## src/rtl/mem_io_pkg.sv

```systemverilog
// Shared definitions for the memory/IO responder: IO decode constants, FSM and read-source enums.
// Optional build macro MEM_IO_DROP_CNT_EN adds a dropped-TX-push counter at IO offset 0x8.
package mem_io_pkg;

    localparam logic [1:0]  IO_SEL  = 2'b11;
    localparam logic [15:0] IO_UART = 16'h0000;
    localparam logic [15:0] IO_CNT  = 16'h0004;
    localparam logic [15:0] IO_DROP = 16'h0008;

    typedef enum logic [1:0] {
        RUN,
        PUSH_NUL,
        DRAIN,
        HALTED
    } stop_state_t;

    typedef enum logic [2:0] {
        SRC_RAM,
        SRC_RX,
        SRC_CNT,
        SRC_ZERO,
        SRC_DROP
    } rd_src_t;

    function automatic logic [7:0] byte_sel(input logic [31:0] word, input logic [1:0] idx);
        return word[{idx, 3'b000} +: 8];
    endfunction

endpackage

```

## src/rtl/mem_io_tx_fifo.sv

```systemverilog
// Synchronous byte FIFO for the UART TX path; simultaneous push and pop are honoured even when full.
module mem_io_tx_fifo #(
    parameter  int DEPTH = 8,
    localparam int CW    = $clog2(DEPTH) + 1
) (
    input  logic          clk_in,
    input  logic          rst_in,
    input  logic          push,
    input  logic [7:0]    push_data,
    input  logic          pop,
    output logic [7:0]    head,
    output logic          empty,
    output logic          full,
    output logic          drop,
    output logic [CW-1:0] count_next
);

    localparam int            PW       = $clog2(DEPTH);
    localparam logic [CW-1:0] FULL_CNT = CW'(DEPTH);

    logic [7:0]    mem_q [DEPTH];
    logic [PW-1:0] wr_ptr_q, wr_ptr_d;
    logic [PW-1:0] rd_ptr_q, rd_ptr_d;
    logic [CW-1:0] count_q, count_d;
    logic          do_push, do_pop;

    // Pointers are exactly PW bits wide, so the increment wraps modulo DEPTH for free.
    always_comb begin
        do_pop   = pop & (count_q != '0);
        do_push  = push & ((count_q != FULL_CNT) | do_pop);
        wr_ptr_d = wr_ptr_q + PW'(do_push);
        rd_ptr_d = rd_ptr_q + PW'(do_pop);
        count_d  = count_q + CW'(do_push) - CW'(do_pop);
    end

    always_ff @(posedge clk_in or negedge rst_in) begin
        if (!rst_in) begin
            wr_ptr_q <= '0;
            rd_ptr_q <= '0;
            count_q  <= '0;
        end else begin
            wr_ptr_q <= wr_ptr_d;
            rd_ptr_q <= rd_ptr_d;
            count_q  <= count_d;
        end
    end

    // NOTE: storage is deliberately not reset; the reset pointers/count make stale entries unreachable.
    always_ff @(posedge clk_in) begin
        if (do_push) begin
            mem_q[wr_ptr_q] <= push_data;
        end
    end

    assign empty      = (count_q == '0);
    assign full       = (count_q == FULL_CNT);
    assign drop       = push & ~do_push;
    assign head       = empty ? 8'h00 : mem_q[rd_ptr_q];
    assign count_next = count_d;

endmodule

```

## src/rtl/mem_io_responder.sv

```systemverilog
// Far-end responder for the CPU byte bus: steers accesses to external RAM or the IO space
// (UART RX/TX, cycle counter, stop sequencer). Build macro MEM_IO_DROP_CNT_EN adds a drop counter.
module mem_io_responder
    import mem_io_pkg::*;
#(
    parameter int RAM_ADDR_W = 17,
    parameter int TX_DEPTH   = 8,
    parameter int CNT_W      = 32
) (
    input  logic                  clk_in,
    input  logic                  rst_in,
    input  logic [31:0]           mem_a,
    input  logic                  mem_wr,
    input  logic [7:0]            mem_wdata,
    output logic [7:0]            mem_rdata,
    output logic                  io_buffer_full,
    output logic [RAM_ADDR_W-1:0] ram_addr,
    output logic                  ram_we,
    output logic [7:0]            ram_wdata,
    input  logic [7:0]            ram_rdata,
    input  logic                  rx_valid,
    input  logic [7:0]            rx_data,
    output logic                  rx_pop,
    output logic                  tx_valid,
    output logic [7:0]            tx_data,
    input  logic                  tx_ready,
    output logic                  program_stop
);

    localparam int            CW        = $clog2(TX_DEPTH) + 1;
    localparam logic [CW-1:0] NEAR_FULL = CW'(TX_DEPTH - 2);

    logic          io_sel, io_rd, io_wr;
    logic [15:0]   io_off;
    logic          cpu_push, stop_req, fsm_push;
    logic          fifo_push, fifo_pop, fifo_full, fifo_empty, fifo_drop;
    logic [7:0]    fifo_din;
    logic [CW-1:0] fifo_count_next;

    stop_state_t      state_q, state_d;
    rd_src_t          rd_src_q, rd_src_d;
    logic [1:0]       rd_byte_q, rd_byte_d;
    logic [7:0]       rx_byte_q, rx_byte_d;
    logic [CNT_W-1:0] snap_q, snap_d;
    logic [CNT_W-1:0] cnt_q, cnt_d;
    logic             io_full_q, io_full_d;

    logic unused_bits;
    assign unused_bits = &{1'b0, mem_a[31:18]};

    assign io_sel    = (mem_a[17:16] == IO_SEL);
    assign io_off    = mem_a[15:0];
    assign io_rd     = io_sel & ~mem_wr;
    assign io_wr     = io_sel & mem_wr;
    assign ram_addr  = mem_a[RAM_ADDR_W-1:0];
    assign ram_we    = mem_wr & ~io_sel;
    assign ram_wdata = mem_wdata;

    // NOTE: every always_comb output gets a default first, so no path can infer a latch.
    always_comb begin
        rd_src_d  = SRC_ZERO;
        rd_byte_d = mem_a[1:0];
        rx_byte_d = rx_byte_q;
        snap_d    = snap_q;
        rx_pop    = 1'b0;
        if (!mem_wr && !io_sel) begin
            rd_src_d = SRC_RAM;
        end else if (io_rd && io_off == IO_UART) begin
            if (rx_valid) begin
                rx_pop    = 1'b1;
                rx_byte_d = rx_data;
                rd_src_d  = SRC_RX;
            end
        end else if (io_rd && io_off[15:2] == IO_CNT[15:2]) begin
            rd_src_d = SRC_CNT;
            // Only the byte-0 read refreshes the snapshot, keeping a 4-byte read coherent.
            if (mem_a[1:0] == 2'b00) begin
                snap_d = cnt_q;
            end
`ifdef MEM_IO_DROP_CNT_EN
        end else if (io_rd && io_off[15:1] == IO_DROP[15:1]) begin
            rd_src_d = SRC_DROP;
`endif
        end
    end

    always_comb begin
        cpu_push  = io_wr & (io_off == IO_UART) & (mem_wdata != 8'h00) & (state_q == RUN);
        stop_req  = io_wr & (io_off == IO_CNT) & (state_q == RUN);
        fifo_push = cpu_push | fsm_push;
        fifo_din  = fsm_push ? 8'h00 : mem_wdata;
        fifo_pop  = tx_valid & tx_ready;
        cnt_d     = (state_q != HALTED) ? cnt_q + 1'b1 : cnt_q;
        io_full_d = (fifo_count_next >= NEAR_FULL);
    end

    mem_io_tx_fifo #(.DEPTH(TX_DEPTH)) u_tx_fifo (
        .clk_in     (clk_in),
        .rst_in     (rst_in),
        .push       (fifo_push),
        .push_data  (fifo_din),
        .pop        (fifo_pop),
        .head       (tx_data),
        .empty      (fifo_empty),
        .full       (fifo_full),
        .drop       (fifo_drop),
        .count_next (fifo_count_next)
    );

    assign tx_valid       = ~fifo_empty;
    assign io_buffer_full = io_full_q;

    // NOTE: sequential state uses non-blocking assignments so every flop samples pre-edge values.
    always_ff @(posedge clk_in or negedge rst_in) begin
        if (!rst_in) begin
            rd_src_q  <= SRC_ZERO;
            rd_byte_q <= '0;
            rx_byte_q <= '0;
            snap_q    <= '0;
            cnt_q     <= '0;
            io_full_q <= 1'b0;
        end else begin
            rd_src_q  <= rd_src_d;
            rd_byte_q <= rd_byte_d;
            rx_byte_q <= rx_byte_d;
            snap_q    <= snap_d;
            cnt_q     <= cnt_d;
            io_full_q <= io_full_d;
        end
    end

`ifdef MEM_IO_DROP_CNT_EN
    logic [15:0] drop_q, drop_d;

    always_comb begin
        drop_d = (fifo_drop && drop_q != 16'hFFFF) ? drop_q + 16'd1 : drop_q;
    end

    always_ff @(posedge clk_in or negedge rst_in) begin
        if (!rst_in) begin
            drop_q <= '0;
        end else begin
            drop_q <= drop_d;
        end
    end
`else
    logic unused_drop;
    assign unused_drop = fifo_drop;
`endif

    always_comb begin
        case (rd_src_q)
            SRC_RAM:  mem_rdata = ram_rdata;
            SRC_RX:   mem_rdata = rx_byte_q;
            SRC_CNT:  mem_rdata = byte_sel(32'(snap_q), rd_byte_q);
`ifdef MEM_IO_DROP_CNT_EN
            SRC_DROP: mem_rdata = rd_byte_q[0] ? drop_q[15:8] : drop_q[7:0];
`endif
            default:  mem_rdata = 8'h00;
        endcase
    end

    // Stop sequencer: state register, next-state logic, outputs.
    always_ff @(posedge clk_in or negedge rst_in) begin
        if (!rst_in) begin
            state_q <= RUN;
        end else begin
            state_q <= state_d;
        end
    end

    always_comb begin
        state_d = state_q;
        case (state_q)
            RUN:      if (stop_req)    state_d = PUSH_NUL;
            PUSH_NUL: if (!fifo_full)  state_d = DRAIN;
            DRAIN:    if (fifo_empty)  state_d = HALTED;
            HALTED:   state_d = HALTED;
            default:  state_d = RUN;
        endcase
    end

    always_comb begin
        fsm_push     = (state_q == PUSH_NUL) & ~fifo_full;
        program_stop = (state_q == HALTED);
    end

endmodule

```

## config.mk

```make
export PLATFORM = sky130hd
export DESIGN_NAME = mem_io_responder
export DESIGN_NICKNAME = d
export VERILOG_FILES = /design/src/rtl/mem_io_pkg.sv /design/src/rtl/mem_io_tx_fifo.sv /design/src/rtl/mem_io_responder.sv
export SDC_FILE = /design/constraint.sdc
export NUM_CORES = 1
export LEC_CHECK = 0
export ABC_AREA = 1
export BUFFER_PORTS_ARGS = -buffer_cell sky130_fd_sc_hd__buf_4
export CORE_MARGIN = 2
export CORE_UTILIZATION = 45
export DETAILED_ROUTE_END_ITERATION = 8
export HOLD_SLACK_MARGIN = 0.1
export PLACE_DENSITY = 0.65
export RECOVER_POWER = 100
export REMOVE_ABC_BUFFERS = 1
export SETUP_SLACK_MARGIN = 0.02
export SYNTH_ARGS = -nofsm -noshare
export SYNTH_HDL_FRONTEND = slang
export SYNTH_SLANG_ARGS = --single-unit
```

## constraint.sdc

```tcl
create_clock -name clk_in -period 4.7 [get_ports clk_in]
set_clock_uncertainty 0.1 [all_clocks]
set_input_delay 0.94 -clock clk_in [delete_from_list [all_inputs] [get_ports clk_in]]
set_output_delay 0.94 -clock clk_in [all_outputs]
set_load 0.03 [all_outputs]
```

==> flow_summary.html, run 1 <==
<table>
<tr><th>Metric</th><th>Value</th></tr>
<tr><th colspan="2">Power and ir drop</th></tr>
<tr><td>Internal cell power</td><td>2.52 mW</td></tr>
<tr><td>Reported leakage power</td><td>slightly below 4 nW</td></tr>
<tr><td>IR drop worst, VDD</td><td>between 0.0002 and 0.0003 V</td></tr>
<tr><td>Sequential fraction of design power</td><td>41.2%</td></tr>
<tr><td>Net switching power</td><td>between 1 and 1.5 mW</td></tr>
<tr><td>Clock share of power</td><td>between 30% and 40%</td></tr>
<tr><td>Fraction of power spent switching nets</td><td>between 30% and 40%</td></tr>
<tr><td>Combinational fraction of design power</td><td>25.0%</td></tr>
<tr><td>Power per standard cell area</td><td>455 nW/um^2</td></tr>
<tr><td>Total power</td><td>3.90 mW</td></tr>
<tr><th colspan="2">Yosys</th></tr>
<tr><td>Share of async-settable or async-resettable flops after synthesis</td><td>about 58%</td></tr>
<tr><td>Register area share after synthesis</td><td>between 50% and 60%</td></tr>
<tr><td>Avg Synthesized Cell Area</td><td>slightly above 9 sq um</td></tr>
<tr><td>Primary flip-flop cell chosen by synthesis mapping</td><td>dfrtp_1</td></tr>
<tr><td>Share of Yosys cell area claimed by the top area cell type</td><td>between 20 and 30%</td></tr>
<tr><td>Synthesized cell area</td><td>about 7600 sq um</td></tr>
<tr><td>Synthesized instance count</td><td>840</td></tr>
<tr><td>Yosys top cell by area</td><td>dfrtp_1</td></tr>
<tr><td>Yosys warning count</td><td>0</td></tr>
<tr><td>Post-synthesis cell type count</td><td>39</td></tr>
<tr><td>Post-synthesis register bit count</td><td>approximately 150</td></tr>
<tr><td>Cells taking the most area after synthesis</td><td>dfrtp_1, edfxtp_1, nand2_1, nor2_1, o21ai_0</td></tr>
<tr><td>Post-synth EDFFs</td><td>64</td></tr>
<tr><th colspan="2">Global route</th></tr>
<tr><td>Total global routing overflow</td><td>0</td></tr>
<tr><td>Maximum number of pins on one net before global-route repair</td><td>approximately 60</td></tr>
<tr><td>Global-route wire length before repair</td><td>27,500 um</td></tr>
<tr><td>Via count of the first global-routing pass</td><td>around 5,600</td></tr>
<tr><td>Antenna violations before repair</td><td>0</td></tr>
<tr><td>Overall fraction of global-route tracks in use</td><td>between 10% and 20%</td></tr>
<tr><th colspan="2">Routing</th></tr>
<tr><td>Routed Antenna Nets</td><td>0</td></tr>
<tr><td>Routed wirelength normalized by instance count</td><td>~15 um</td></tr>
<tr><td>1st-pass router iterations</td><td>5</td></tr>
<tr><td>DR iter-0 viols</td><td>380</td></tr>
<tr><td>Total wire length after detailed routing</td><td>around 17,000 um</td></tr>
<tr><td>Via total after detailed routing</td><td>~5,800</td></tr>
<tr><td>Number of design rule violations left after detail routing</td><td>0</td></tr>
<tr><td>Post-detailed-route via-to-cell ratio</td><td>about 5.1</td></tr>
<tr><th colspan="2">Finish</th></tr>
<tr><td>P&amp;R area growth vs syn</td><td>12.3%</td></tr>
<tr><td>Core utilization of the finished layout</td><td>between 50% and 60%</td></tr>
<tr><td>Number of diodes added for antenna fixing</td><td>0</td></tr>
<tr><td>Fraction of layout instances using a drive strength above 1</td><td>between 10% and 20%</td></tr>
<tr><td>Total of fill cells in the finished design</td><td>1,631</td></tr>
<tr><td>Final-stage net count</td><td>around 980</td></tr>
<tr><th colspan="2">Critical path</th></tr>
<tr><td>CP Capture Type</td><td>primary output</td></tr>
<tr><td>Count of cells along the worst register-to-register path</td><td>7</td></tr>
<tr><td>Start-to-end type of the worst setup path</td><td>in2out</td></tr>
<tr><td>Required time at the endpoint of the critical path</td><td>between 3000 and 4000 ps</td></tr>
<tr><td>Worst path cell trace</td><td>clkbuf_4 -&gt; nand2_1 -&gt; nor2_4 -&gt; buf_4 -&gt; inv_1 -&gt; nor2_1 -&gt; nand2_1 -&gt; clkinvlp_2 -&gt; clkbuf_1</td></tr>
<tr><td>Slowest cell delay on critical path</td><td>approximately 400 ps</td></tr>
<tr><td>RR Endpoint</td><td>u_tx_fifo.mem_q[4][6]$_DFFE_PP_</td></tr>
<tr><td>Cell mode on critical path</td><td>nand2_1</td></tr>
<tr><td>Worst-path cell with the longest stage delay</td><td>clkinvlp_2</td></tr>
<tr><td>Largest fanout on the critical path</td><td>34</td></tr>
<tr><td>Type of origin of the critical path</td><td>input port</td></tr>
<tr><td>Arrival time at the worst endpoint</td><td>2890 ps</td></tr>
<tr><td>Register-to-register path setup slack</td><td>1780 ps</td></tr>
<tr><td>Startpoint of the worst register-to-register path</td><td>u_tx_fifo.count_q[2]$_DFF_PN0_</td></tr>
<tr><th colspan="2">Floorplan</th></tr>
<tr><td>Number of top-level pins</td><td>between 100 and 150</td></tr>
<tr><td>Area of the core region</td><td>approximately 17,000 sq um</td></tr>
<tr><td>Number of placement rows</td><td>47</td></tr>
<tr><td>Effective utilization at floorplan</td><td>a little under half</td></tr>
<tr><td>Area of the die</td><td>~18,000 sq um</td></tr>
<tr><td>Chip Height</td><td>about 130 um</td></tr>
<tr><td>Die span in x</td><td>about 130 um</td></tr>
<tr><th colspan="2">Outcome</th></tr>
<tr><td>Status</td><td>complete, but fails checks</td></tr>
<tr><td>Failing checks</td><td>capacitance limit, slew limit</td></tr>
<tr><th colspan="2">Clocking</th></tr>
<tr><td>Max clock buf depth</td><td>2</td></tr>
<tr><td>TritonCTS clock tree</td><td>built</td></tr>
<tr><td>Count of cells resized by post-cts repair</td><td>0</td></tr>
<tr><td>Post-cts hold buffer count</td><td>0</td></tr>
<tr><td>Clock transition at the registers of the reported paths</td><td>approximately 60 ps</td></tr>
<tr><td>CTS Buf Count</td><td>17</td></tr>
<tr><td>Clk Latency, worst-skew pair</td><td>between 400 and 500 ps</td></tr>
<tr><td>Post-CTS setup buffers</td><td>0</td></tr>
<tr><td>Sinks on Clock Net</td><td>around 150</td></tr>
<tr><td>Clock tree root buffer cell</td><td>clkbuf_16</td></tr>
<tr><td>H-tree lvl count</td><td>4</td></tr>
<tr><th colspan="2">STA</th></tr>
<tr><td>RSZ-0062 raised after global routing</td><td>false</td></tr>
<tr><td>Tightest Pin Transition</td><td>1610 ps</td></tr>
<tr><td>Hold violation count in the final report</td><td>0</td></tr>
<tr><td>Relative slew margins</td><td>-7.12%</td></tr>
<tr><td>Minimum clock period</td><td>3930 ps</td></tr>
<tr><td>Setup violators final</td><td>0</td></tr>
<tr><td>Final clock period utilization by the worst path</td><td>roughly 84%</td></tr>
<tr><td>Sum Neg Setup Slack</td><td>0 ps</td></tr>
<tr><td>Max frequency</td><td>approximately 250 MHz</td></tr>
<tr><td>Worst Hold Slack</td><td>between 300 and 400 ps</td></tr>
<tr><td>Number of max-slew violations in the final report</td><td>31</td></tr>
<tr><th colspan="2">Hold path</th></tr>
<tr><td>Hold Path Stages</td><td>2</td></tr>
<tr><td>Hold crit path type</td><td>reg2reg</td></tr>
<tr><td>Hold path start</td><td>snap_q[13]$_DFFE_PN0P_</td></tr>
<tr><td>Worst Hold End</td><td>snap_q[13]$_DFFE_PN0P_</td></tr>
<tr><th colspan="2">Job</th></tr>
<tr><td>Count of max-cap constraint violations</td><td>1</td></tr>
<tr><th colspan="2">Placement</th></tr>
<tr><td>Gp weighted congestion</td><td>0.796</td></tr>
<tr><td>Number of buffer cells added on primary ports</td><td>just over 90</td></tr>
<tr><td>Placed wire-length estimate after detailed placement</td><td>around 11,000 um</td></tr>
</table>
==> area by class of cell <==
class,count,area (sq um),share of cell area [%]
inverters,68,258,3.01
clock inverters,15,151,1.77
repair buffers,95,529,6.17
well taps,220,275,3.21
clock buffers,17,425,4.96
flip-flops and latches,153,4150,48.4
multi-input cells,567,2780,32.5
==> through the flow <==
stage | cell area, sq um | setup WS, ps | instances
6_report | 8570 | 765 | 1135
5_1_grt | 8570 | 610 | 1135
4_1_cts | 8870 | 1140 | 1135
3_5_place_dp | 8300 | 1210 | 1103
3_3_place_gp | 8300 | 1230 | 1103
2_1_floorplan | 7310 | 1670 | 788
==> critical path, delay by kind of cell <==
| family | cells | cell delay (ps) |
|---|---|---|
| buffers and inverters | 5 | 1250 |
| AND/OR/NAND/NOR | 4 | 690 |
==> sequential cells by signal, indices dropped and copies added, names as in the netlist <==
register and cells:
u_tx_fifo.rd_ptr_q 3, state_q 2, snap_q 32, u_tx_fifo.count_q 4, rd_byte_q 2, u_tx_fifo.wr_ptr_q 3, rd_src_q 2, cnt_q 32
rx_byte_q 8, u_tx_fifo.mem_q 64, io_buffer_full 1
==> logic make-up (layout without fill, tap and decap cells) <==
family | count (synthesis) | count (layout) | synth area share [%]
xor+xnor | 24 | 24 | 2.75
buf+inv | 120 | 195 | 7.71
fa+ha+maj | 12 | 12 | 2.06
compound gates | 86 | 86 | 6.09
simple gates | 445 | 445 | 27.0
flops | 153 | 153 | 54.3
==> synth_stat cells (2+ instances only) <==
cell / instances
clkbuf_1: 15
clkinv_1: 2
inv_1: 64
nand3_2: 4
nand2_4: 2
nand2_2: 5
nand2_1: 196
nor2_2: 6
dfstp_2: 2
nand3_4: 3
nor2_8: 2
ha_1: 11
edfxtp_1: 64
buf_6: 3
nor3_1: 4
nor2_1: 132
dfrtp_1: 87
o22ai_1: 8
o21ai_0: 57
xor2_1: 14
a21oi_1: 11
nand3b_1: 7
nand4_1: 44
nor2_4: 7
buf_2: 6
nand3_1: 28
buf_4: 28
o211ai_1: 8
xnor2_1: 10
==> per-layer routing <==
layer	vias to the layer above	part of all wire [%]	track usage (%)	wire [um]
met3	27	3.6	3.17	619
met4	0	2.7	9.06	451
met2	130	48	32.1	8220
met1	2750	45	25.2	7720
li1	2883	-	-	-
met5	-	0	0	0
==> power by group through the flow <==
stage	Sequential [mW]	Clock [mW]	Combinational (mW)
floorplan	1.62	0	0.674
global placement	1.63	0	1.07
detailed placement	1.64	0	1.08
CTS	1.61	1.35	1.09
global route	1.62	1.40	1.10
finish	1.61	1.32	0.977
==> placed cells by master, fill, tap and decap left out, drive strengths merged, types with 2 or more instances in the layout <==
cell,instances
nand2,203
o21ai,57
buf,45
nand4,45
a21oi,11
clkinvlp,5
dfrtp,87
clkinv,4
xor2,14
nor3,5
o22ai,8
inv,73
xnor2,10
nand3b,7
dfstp,2
edfxtp,64
nand3,35
ha,11
clkbuf,67
o211ai,8
nor2,147
==> worst max-delay path by stage <==
stage | startpoint | end | depth (start not counted)
3_5_place_dp | mem_a[16] | rx_pop | 9
6_report | mem_a[16] | rx_pop | 9
5_1_grt | mem_a[16] | rx_pop | 9
3_3_place_gp | mem_a[16] | rx_pop | 9
2_1_floorplan | mem_a[16] | rx_pop | 6
4_1_cts | rd_byte_q[0]$_DFF_PN0_ | mem_rdata[6] | 6
(Power assumes the default switching activity.)
==> run 2, diff against run 1 <==
==> constraint.sdc (replaced) <==
create_clock -name clk_in -period 3.75 [get_ports clk_in]
set_clock_uncertainty 0.1 [all_clocks]
set_input_delay 0.75 -clock clk_in [delete_from_list [all_inputs] [get_ports clk_in]]
set_output_delay 0.75 -clock clk_in [all_outputs]
set_load 0.03 [all_outputs]
==> run 2 against run 1 <==
  * The run still ends with capacitance limit, slew limit left
  * Register-to-register slack lost 1100 ps
  * Largest power group unchanged
  * Total power grew 29%
  * Sequential share of layout area shrank 0.66 points
  * Critical endpoint unchanged
==> flow_summary.html, run 2 (synthesis results as in run 1) <==
<table>
<tr><th>Metric</th><th>Value</th></tr>
<tr><th colspan="2">Placement</th></tr>
<tr><td>Gp weighted congestion</td><td>roughly 0.83</td></tr>
<tr><td>Number of buffer cells added on primary ports</td><td>just over 90</td></tr>
<tr><td>Placed wire-length estimate after detailed placement</td><td>approximately 12,000 um</td></tr>
<tr><th colspan="2">Critical path</th></tr>
<tr><td>Cell mode on critical path</td><td>nand2_1</td></tr>
<tr><td>CP Capture Type</td><td>primary output</td></tr>
<tr><td>Slowest cell delay on critical path</td><td>500 ps</td></tr>
<tr><td>Count of cells along the worst register-to-register path</td><td>9</td></tr>
<tr><td>Type of origin of the critical path</td><td>input port</td></tr>
<tr><td>Worst path cell trace</td><td>buf_4 -&gt; nand2_1 -&gt; nor2_4 -&gt; inv_1 -&gt; nor2_1 -&gt; nand2_1 -&gt; clkinvlp_2 -&gt; clkbuf_1</td></tr>
<tr><td>Worst-path cell with the longest stage delay</td><td>clkinvlp_2</td></tr>
<tr><td>Startpoint of the worst register-to-register path</td><td>u_tx_fifo.count_q[2]$_DFF_PN0_</td></tr>
<tr><td>Required time at the endpoint of the critical path</td><td>just under 3000 ps</td></tr>
<tr><td>Register-to-register path setup slack</td><td>around 700 ps</td></tr>
<tr><td>Start-to-end type of the worst setup path</td><td>in2out</td></tr>
<tr><td>Arrival time at the worst endpoint</td><td>between 2000 and 2500 ps</td></tr>
<tr><td>RR Endpoint</td><td>u_tx_fifo.mem_q[7][6]$_DFFE_PP_</td></tr>
<tr><td>Largest fanout on the critical path</td><td>10</td></tr>
<tr><th colspan="2">Finish</th></tr>
<tr><td>Total of fill cells in the finished design</td><td>about 1,600</td></tr>
<tr><td>Area of the multi-input gates</td><td>2790 sq um</td></tr>
<tr><td>Top library cells by usage in the layout, fill and taps aside</td><td>nand2_1, nor2_1, dfrtp_1</td></tr>
<tr><td>P&amp;R area growth vs syn</td><td>13.8%</td></tr>
<tr><td>Final-stage net count</td><td>990</td></tr>
<tr><td>Most frequent standard cell in the layout excluding fill and tap cells</td><td>nand2_1</td></tr>
<tr><td>Max reg flops</td><td>64</td></tr>
<tr><td>Regs by FF count</td><td>u_tx_fifo.mem_q x64, cnt_q x32, snap_q x32</td></tr>
<tr><td>Fraction of layout instances using a drive strength above 1</td><td>about 11%</td></tr>
<tr><td>Area used by sequential logic in the layout</td><td>approximately 4200 sq um</td></tr>
<tr><td>Number of diodes added for antenna fixing</td><td>0</td></tr>
<tr><td>Register with the highest flop count</td><td>u_tx_fifo.mem_q</td></tr>
<tr><th colspan="2">STA</th></tr>
<tr><td>RSZ-0062 raised after global routing</td><td>false</td></tr>
<tr><td>Setup violators final</td><td>0</td></tr>
<tr><td>Max frequency</td><td>between 300 and 400 MHz</td></tr>
<tr><td>Relative slew margins</td><td>-10.9%</td></tr>
<tr><td>Sum Neg Setup Slack</td><td>0 ps</td></tr>
<tr><td>Number of max-slew violations in the final report</td><td>66</td></tr>
<tr><td>Minimum clock period</td><td>between 3000 and 4000 ps</td></tr>
<tr><td>Hold violation count in the final report</td><td>0</td></tr>
<tr><td>Final clock period utilization by the worst path</td><td>a little under 90%</td></tr>
<tr><td>Tightest Pin Transition</td><td>between 1500 and 2000 ps</td></tr>
<tr><th colspan="2">Global route</th></tr>
<tr><td>Antenna violations before repair</td><td>0</td></tr>
<tr><td>Maximum number of pins on one net before global-route repair</td><td>66</td></tr>
<tr><td>Overall fraction of global-route tracks in use</td><td>just under 20%</td></tr>
<tr><td>Total global routing overflow</td><td>0</td></tr>
<tr><td>Global-route wire length before repair</td><td>about 28,000 um</td></tr>
<tr><td>Via count of the first global-routing pass</td><td>5,543</td></tr>
<tr><th colspan="2">Routing</th></tr>
<tr><td>Number of design rule violations left after detail routing</td><td>0</td></tr>
<tr><td>Total wire length after detailed routing</td><td>around 17,000 um</td></tr>
<tr><td>Post-detailed-route via-to-cell ratio</td><td>5.00</td></tr>
<tr><td>Routed Antenna Nets</td><td>0</td></tr>
<tr><td>1st-pass router iterations</td><td>5</td></tr>
<tr><td>Via total after detailed routing</td><td>5,755</td></tr>
<tr><td>DR iter-0 viols</td><td>around 420</td></tr>
<tr><td>Routed wirelength normalized by instance count</td><td>15.0 um</td></tr>
<tr><th colspan="2">Power and ir drop</th></tr>
<tr><td>Net switching power</td><td>between 1.5 and 2 mW</td></tr>
<tr><td>Power per standard cell area</td><td>roughly 580 nW/um^2</td></tr>
<tr><td>Fraction of power spent switching nets</td><td>approximately a third</td></tr>
<tr><td>Combinational fraction of design power</td><td>roughly 25%</td></tr>
<tr><td>IR drop worst, VDD</td><td>approximately 0.00041 V</td></tr>
<tr><td>Internal cell power</td><td>~3.3 mW</td></tr>
<tr><td>Total power</td><td>slightly above 5 mW</td></tr>
<tr><td>Reported leakage power</td><td>3.91 nW</td></tr>
<tr><td>Clock share of power</td><td>35.1%</td></tr>
<tr><td>Sequential fraction of design power</td><td>between 30% and 40%</td></tr>
<tr><th colspan="2">Floorplan</th></tr>
<tr><td>Die span in x</td><td>134 um</td></tr>
<tr><td>Effective utilization at floorplan</td><td>roughly 46%</td></tr>
<tr><td>Number of placement rows</td><td>between 40 and 50</td></tr>
<tr><td>Area of the die</td><td>between 15,000 and 20,000 sq um</td></tr>
<tr><td>Area of the core region</td><td>between 15,000 and 20,000 sq um</td></tr>
<tr><td>Number of top-level pins</td><td>107</td></tr>
<tr><td>Chip Height</td><td>134 um</td></tr>
<tr><th colspan="2">Clocking</th></tr>
<tr><td>Max clock buf depth</td><td>2</td></tr>
<tr><td>Clk Latency, worst-skew pair</td><td>~420 ps</td></tr>
<tr><td>Count of cells resized by post-cts repair</td><td>0</td></tr>
<tr><td>Post-CTS setup buffers</td><td>0</td></tr>
<tr><td>Clock transition at the registers of the reported paths</td><td>approximately 60 ps</td></tr>
<tr><td>H-tree lvl count</td><td>4</td></tr>
<tr><td>CTS Buf Count</td><td>17</td></tr>
<tr><td>Sinks on Clock Net</td><td>approximately 150</td></tr>
<tr><td>Post-cts hold buffer count</td><td>0</td></tr>
<tr><td>Clock tree root buffer cell</td><td>clkbuf_16</td></tr>
<tr><td>TritonCTS clock tree</td><td>built</td></tr>
<tr><th colspan="2">Hold path</th></tr>
<tr><td>Hold Path Stages</td><td>2</td></tr>
<tr><td>Hold crit path type</td><td>reg2reg</td></tr>
<tr><td>Hold path start</td><td>snap_q[12]$_DFFE_PN0P_</td></tr>
<tr><td>Worst Hold End</td><td>snap_q[12]$_DFFE_PN0P_</td></tr>
<tr><th colspan="2">Job</th></tr>
<tr><td>Count of max-cap constraint violations</td><td>1</td></tr>
<tr><th colspan="2">Outcome</th></tr>
<tr><td>Status</td><td>complete, but fails checks</td></tr>
<tr><td>Failing checks</td><td>capacitance limit, slew limit</td></tr>
</table>
[run 2: layout make-up]
class | instances | area share [%]
sequential | 153 | 47.8
multi-input combinational | 567 | 32.1
timing repair buffer | 110 | 6.97
clock buffer | 17 | 4.89
tap | 220 | 3.17
inverter | 68 | 2.96
clock inverter | 15 | 2.20
[run 2: power groups by stage]
stage | registers (mW) | logic [mW] | clock network (mW)
4_1_cts | 2.00 | 1.41 | 1.81
5_1_grt | 2.01 | 1.46 | 1.87
2_1_floorplan | 2.03 | 0.845 | 0
6_report | 2.00 | 1.29 | 1.77
3_3_place_gp | 2.03 | 1.38 | 0
3_5_place_dp | 2.03 | 1.41 | 0
[run 2: critical path, delay by kind of cell]
kind / cells / cell delay [ps]
buf+inv: 4 / 1000
simple gates: 4 / 670
[run 2: metrics by stage]
step	utilization, %	cells	worst slack (ps)	area (sq um)	hold slack, ps
2_1_floorplan	-	788	1000	7310	337
5_1_grt	52.4	1150	272	8690	382
4_1_cts	54.4	1150	650	9030	355
3_5_place_dp	50.7	1118	907	8410	353
3_3_place_gp	50.7	1118	957	8410	348
6_report	52.4	1150	477	8690	366
[run 2: how the worst max path moves through the flow]
| stage | endpoint | start | cells after the start |
|---|---|---|---|
| 2_1_floorplan | tx_data[0] | u_tx_fifo.rd_ptr_q[0]$_DFF_PN0_ | 5 |
| 3_5_place_dp | snap_q[25]$_DFFE_PN0P_ | mem_a[0] | 7 |
| 3_3_place_gp | rx_pop | mem_a[13] | 7 |
| 4_1_cts | tx_data[0] | u_tx_fifo.rd_ptr_q[0]$_DFF_PN0_ | 7 |
| 5_1_grt | snap_q[16]$_DFFE_PN0P_ | mem_a[1] | 7 |
| 6_report | rx_pop | mem_a[16] | 8 |
[run 2: per-layer routing]
layer / vias up / global-route usage, % / share of wire [%]
met2: 109 / 33.0 / 49
met1: 2719 / 26.3 / 46
met5: - / 0 / 0
met3: 16 / 3.89 / 3.7
li1: 2911 / - / -
met4: 0 / 6.43 / 1.5
==> run 3, diff against run 2 <==
--- a/config.mk
+++ b/config.mk
@@ -5,13 +5,12 @@
 export SDC_FILE = /design/constraint.sdc
 export NUM_CORES = 1
 export LEC_CHECK = 0
-export ABC_AREA = 1
 export BUFFER_PORTS_ARGS = -buffer_cell sky130_fd_sc_hd__buf_4
 export CORE_MARGIN = 2
 export CORE_UTILIZATION = 45
 export DETAILED_ROUTE_END_ITERATION = 8
 export HOLD_SLACK_MARGIN = 0.1
-export PLACE_DENSITY = 0.65
+export PLACE_DENSITY = 0.66
 export RECOVER_POWER = 100
 export REMOVE_ABC_BUFFERS = 1
 export SETUP_SLACK_MARGIN = 0.02
==> run 3 against run 2 <==
  * The flow still finishes with violations (capacitance limit, slew limit)
  * Register-to-register slack got worse by 20 ps
  * Sequential power is essentially flat
  * Cell area is 8.0% lower
  * Critical path type is now in2reg
  * Highest routed layer unchanged
==> flow_summary.html, run 3 <==
<table>
<tr><th>Metric</th><th>Value</th></tr>
<tr><th colspan="2">Floorplan</th></tr>
<tr><td>Number of placement rows</td><td>45</td></tr>
<tr><td>Number of top-level pins</td><td>approximately 110</td></tr>
<tr><td>Area of the die</td><td>16,400 sq um</td></tr>
<tr><td>Chip Height</td><td>128 um</td></tr>
<tr><td>Area of the core region</td><td>between 15,000 and 20,000 sq um</td></tr>
<tr><td>Die span in x</td><td>128 um</td></tr>
<tr><td>Effective utilization at floorplan</td><td>45.8%</td></tr>
<tr><th colspan="2">Finish</th></tr>
<tr><td>Fraction of layout instances using a drive strength above 1</td><td>a little over a quarter</td></tr>
<tr><td>Register with the highest flop count</td><td>u_tx_fifo.mem_q</td></tr>
<tr><td>Regs by FF count</td><td>u_tx_fifo.mem_q x64, cnt_q x32, snap_q x32</td></tr>
<tr><td>Top library cells by usage in the layout, fill and taps aside</td><td>dfrtp_1, edfxtp_1, clkbuf_1</td></tr>
<tr><td>Area used by sequential logic in the layout</td><td>4150 sq um</td></tr>
<tr><td>P&amp;R area growth vs syn</td><td>15.8%</td></tr>
<tr><td>Core utilization of the finished layout</td><td>a little over half</td></tr>
<tr><td>Number of diodes added for antenna fixing</td><td>0</td></tr>
<tr><td>Area of the multi-input gates</td><td>2380 sq um</td></tr>
<tr><td>Final-stage net count</td><td>about 630</td></tr>
<tr><td>Max reg flops</td><td>64</td></tr>
<tr><td>Number of standard cells in the final layout excluding fillers</td><td>between 700 and 800</td></tr>
<tr><td>Total of fill cells in the finished design</td><td>about 1,300</td></tr>
<tr><td>Most frequent standard cell in the layout excluding fill and tap cells</td><td>dfrtp_1</td></tr>
<tr><th colspan="2">Clocking</th></tr>
<tr><td>H-tree lvl count</td><td>4</td></tr>
<tr><td>Sinks on Clock Net</td><td>between 150 and 200</td></tr>
<tr><td>Post-cts hold buffer count</td><td>0</td></tr>
<tr><td>Clock tree root buffer cell</td><td>clkbuf_16</td></tr>
<tr><td>Post-CTS setup buffers</td><td>0</td></tr>
<tr><td>TritonCTS clock tree</td><td>built</td></tr>
<tr><td>Max clock buf depth</td><td>2</td></tr>
<tr><td>CTS Buf Count</td><td>17</td></tr>
<tr><td>Clock transition at the registers of the reported paths</td><td>60 ps</td></tr>
<tr><td>Clk Latency, worst-skew pair</td><td>420 ps</td></tr>
<tr><td>Count of cells resized by post-cts repair</td><td>0</td></tr>
<tr><th colspan="2">STA</th></tr>
<tr><td>Setup violators final</td><td>0</td></tr>
<tr><td>Hold violation count in the final report</td><td>0</td></tr>
<tr><td>Max frequency</td><td>297 MHz</td></tr>
<tr><td>Final clock period utilization by the worst path</td><td>roughly nine tenths</td></tr>
<tr><td>Minimum clock period</td><td>3370 ps</td></tr>
<tr><td>Relative slew margins</td><td>-23.9%</td></tr>
<tr><td>Tightest Pin Transition</td><td>approximately 1900 ps</td></tr>
<tr><td>Sum Neg Setup Slack</td><td>0 ps</td></tr>
<tr><td>RSZ-0062 raised after global routing</td><td>false</td></tr>
<tr><td>Number of max-slew violations in the final report</td><td>between 70 and 80</td></tr>
<tr><th colspan="2">Job</th></tr>
<tr><td>Count of max-cap constraint violations</td><td>1</td></tr>
<tr><th colspan="2">Yosys</th></tr>
<tr><td>Cells taking the most area after synthesis</td><td>dfrtp_1, edfxtp_1, mux4_2, mux2_2, buf_4</td></tr>
<tr><td>Post-synthesis register bit count</td><td>153</td></tr>
<tr><td>Post-synthesis cell type count</td><td>47</td></tr>
<tr><td>Share of Yosys cell area claimed by the top area cell type</td><td>a little under a third</td></tr>
<tr><td>Synthesized cell area</td><td>between 6000 and 7000 sq um</td></tr>
<tr><td>Post-synth EDFFs</td><td>64</td></tr>
<tr><td>Share of async-settable or async-resettable flops after synthesis</td><td>a little under 60%</td></tr>
<tr><td>Post-synthesis mux area share</td><td>between 10% and 20%</td></tr>
<tr><td>Synthesized instance count</td><td>approximately 470</td></tr>
<tr><td>Cell with the most instances after synthesis</td><td>dfrtp_1</td></tr>
<tr><td>Ranking of synthesized cells by instance count</td><td>dfrtp_1, edfxtp_1, mux2_2</td></tr>
<tr><td>Register area share after synthesis</td><td>60.1%</td></tr>
<tr><td>Simple-gate area share of the yosys netlist</td><td>under 10%</td></tr>
<tr><td>Main combinational cell family by area after synthesis</td><td>multiplexers</td></tr>
<tr><td>Avg Synthesized Cell Area</td><td>~15 sq um</td></tr>
<tr><td>Primary flip-flop cell chosen by synthesis mapping</td><td>dfrtp_1</td></tr>
<tr><td>Share of synthesized cell area in full adder, half adder and majority cells</td><td>around 2.3%</td></tr>
<tr><td>Area share of xor/xnor cells in the synthesized design</td><td>under 10%</td></tr>
<tr><td>Post-synthesis compound-gate area fraction</td><td>under 10%</td></tr>
<tr><td>Yosys warning count</td><td>0</td></tr>
<tr><td>Yosys top cell by area</td><td>dfrtp_1</td></tr>
<tr><th colspan="2">Routing</th></tr>
<tr><td>Via total after detailed routing</td><td>4,093</td></tr>
<tr><td>Number of design rule violations left after detail routing</td><td>0</td></tr>
<tr><td>Total wire length after detailed routing</td><td>between 10,000 and 15,000 um</td></tr>
<tr><td>Routed wirelength normalized by instance count</td><td>between 15 and 20 um</td></tr>
<tr><td>Post-detailed-route via-to-cell ratio</td><td>approximately 5.4</td></tr>
<tr><td>Routed Antenna Nets</td><td>0</td></tr>
<tr><td>1st-pass router iterations</td><td>5</td></tr>
<tr><td>DR iter-0 viols</td><td>between 300 and 400</td></tr>
<tr><th colspan="2">Placement</th></tr>
<tr><td>Gp weighted congestion</td><td>between 0.8 and 0.9</td></tr>
<tr><td>Placed wire-length estimate after detailed placement</td><td>just under 10,000 um</td></tr>
<tr><td>Number of buffer cells added on primary ports</td><td>around 90</td></tr>
<tr><td>DP Cell Count</td><td>between 700 and 800</td></tr>
<tr><th colspan="2">Critical path</th></tr>
<tr><td>Required time at the endpoint of the critical path</td><td>~3700 ps</td></tr>
<tr><td>Type of origin of the critical path</td><td>input port</td></tr>
<tr><td>CP Capture Type</td><td>flop</td></tr>
<tr><td>Start-to-end type of the worst setup path</td><td>in2reg</td></tr>
<tr><td>Largest fanout on the critical path</td><td>8</td></tr>
<tr><td>Arrival time at the worst endpoint</td><td>approximately 3300 ps</td></tr>
<tr><th colspan="2">Outcome</th></tr>
<tr><td>Status</td><td>complete, but fails checks</td></tr>
<tr><td>Failing checks</td><td>capacitance limit, slew limit</td></tr>
<tr><th colspan="2">Global route</th></tr>
<tr><td>Antenna violations before repair</td><td>0</td></tr>
<tr><td>Via count of the first global-routing pass</td><td>about 4,200</td></tr>
<tr><td>Global-route wire length before repair</td><td>about 22,000 um</td></tr>
<tr><td>Total global routing overflow</td><td>0</td></tr>
<tr><td>Maximum number of pins on one net before global-route repair</td><td>between 70 and 80</td></tr>
<tr><td>Overall fraction of global-route tracks in use</td><td>18.1%</td></tr>
<tr><th colspan="2">Power and ir drop</th></tr>
<tr><td>Power per standard cell area</td><td>roughly 570 nW/um^2</td></tr>
<tr><td>Reported leakage power</td><td>about 3.3 nW</td></tr>
<tr><td>IR drop worst, VDD</td><td>0.000305 V</td></tr>
<tr><th colspan="2">Hold path</th></tr>
<tr><td>Hold crit path type</td><td>reg2reg</td></tr>
</table>
run 3: changes by cell type after synthesis, moves of 24 or more:
cell | before | now
nor2_1 | 132 | 21
o21ai_0 | 57 | 1
mux4_2 | 0 | 24
nand4_1 | 44 | 8
mux2_2 | 0 | 38
inv_1 | 64 | 20
nand2_1 | 196 | 21
run 3: cell families (layout without fill, tap and decap cells):
logic type,after synthesis,in the layout
flip-flops,153,153
AND/OR/NAND/NOR,114,114
multiplexers,81,81
buffers and inverters,60,158
XOR/XNOR,35,35
AO/OA/AOI/OAI,18,18
adder cells (fa/ha/maj),12,12
run 3: critical path, cell delays in order:
cell and delay, ps:
clkbuf_4 110, or4_1 540, or4b_1 530, nor3_1 220, a21oi_1 110, clkbuf_1 230
nor4bb_1 280, clkbuf_1 530
run 3: layer usage:
layer / vias to the layer above / wire [um] / GRT usage, %
met5: - / 0 / 0
met4: 0 / 252 / 6.59
met3: 19 / 750 / 4.88
met2: 111 / 6810 / 29.0
met1: 2081 / 6250 / 23.9
li1: 1882 / - / -
run 3: worst paths after layout:
path                                                 from                              end  slack (ps)  cells past startpoint
setup reg to reg           u_tx_fifo.count_q[2]$_DFF_PN0_  u_tx_fifo.mem_q[5][6]$_DFFE_PP_         680                      9
hold / removal                      cnt_q[31]$_DFFE_PN0N_            cnt_q[31]$_DFFE_PN0N_         370                      1
min in group asynchronous                          rst_in         rx_byte_q[6]$_DFFE_PN0P_         740                      1
max in group asynchronous                          rst_in           state_q[0]$_DFFE_PN0P_        1670                      2
hold reg to reg                     cnt_q[31]$_DFFE_PN0N_            cnt_q[31]$_DFFE_PN0N_         370                      1
setup / recovery                                mem_a[11]  u_tx_fifo.mem_q[5][6]$_DFFE_PP_         380                      8
run 3: power breakdown:
part / switching, mW / internal, mW / total [mW]
sequential: 0.159 / 1.82 / 1.98
combinational: 0.517 / 0.419 / 0.936
clock: 0.637 / 1.03 / 1.66
run 3: through the flow:
step | power [mW] | hold WS, ps | cell area (sq um) | worst slack, ps
finish | 4.58 | 367 | 8000 | 385
detailed placement | 3.04 | 361 | 7680 | 233
global route | 4.80 | 412 | 8000 | 218
floorplan | 2.62 | 340 | 6640 | 96.5
global placement | 3.02 | 359 | 7680 | 268
CTS | 4.71 | 371 | 8250 | 493
run 3: cell type report:
cell class | count | area share, %
clock buffer | 22 | 5.94
clock inverter | 9 | 1.20
timing repair buffer | 107 | 7.35
sequential | 153 | 51.9
tap | 188 | 2.94
multi-input combinational | 260 | 29.7
inverter | 20 | 0.938
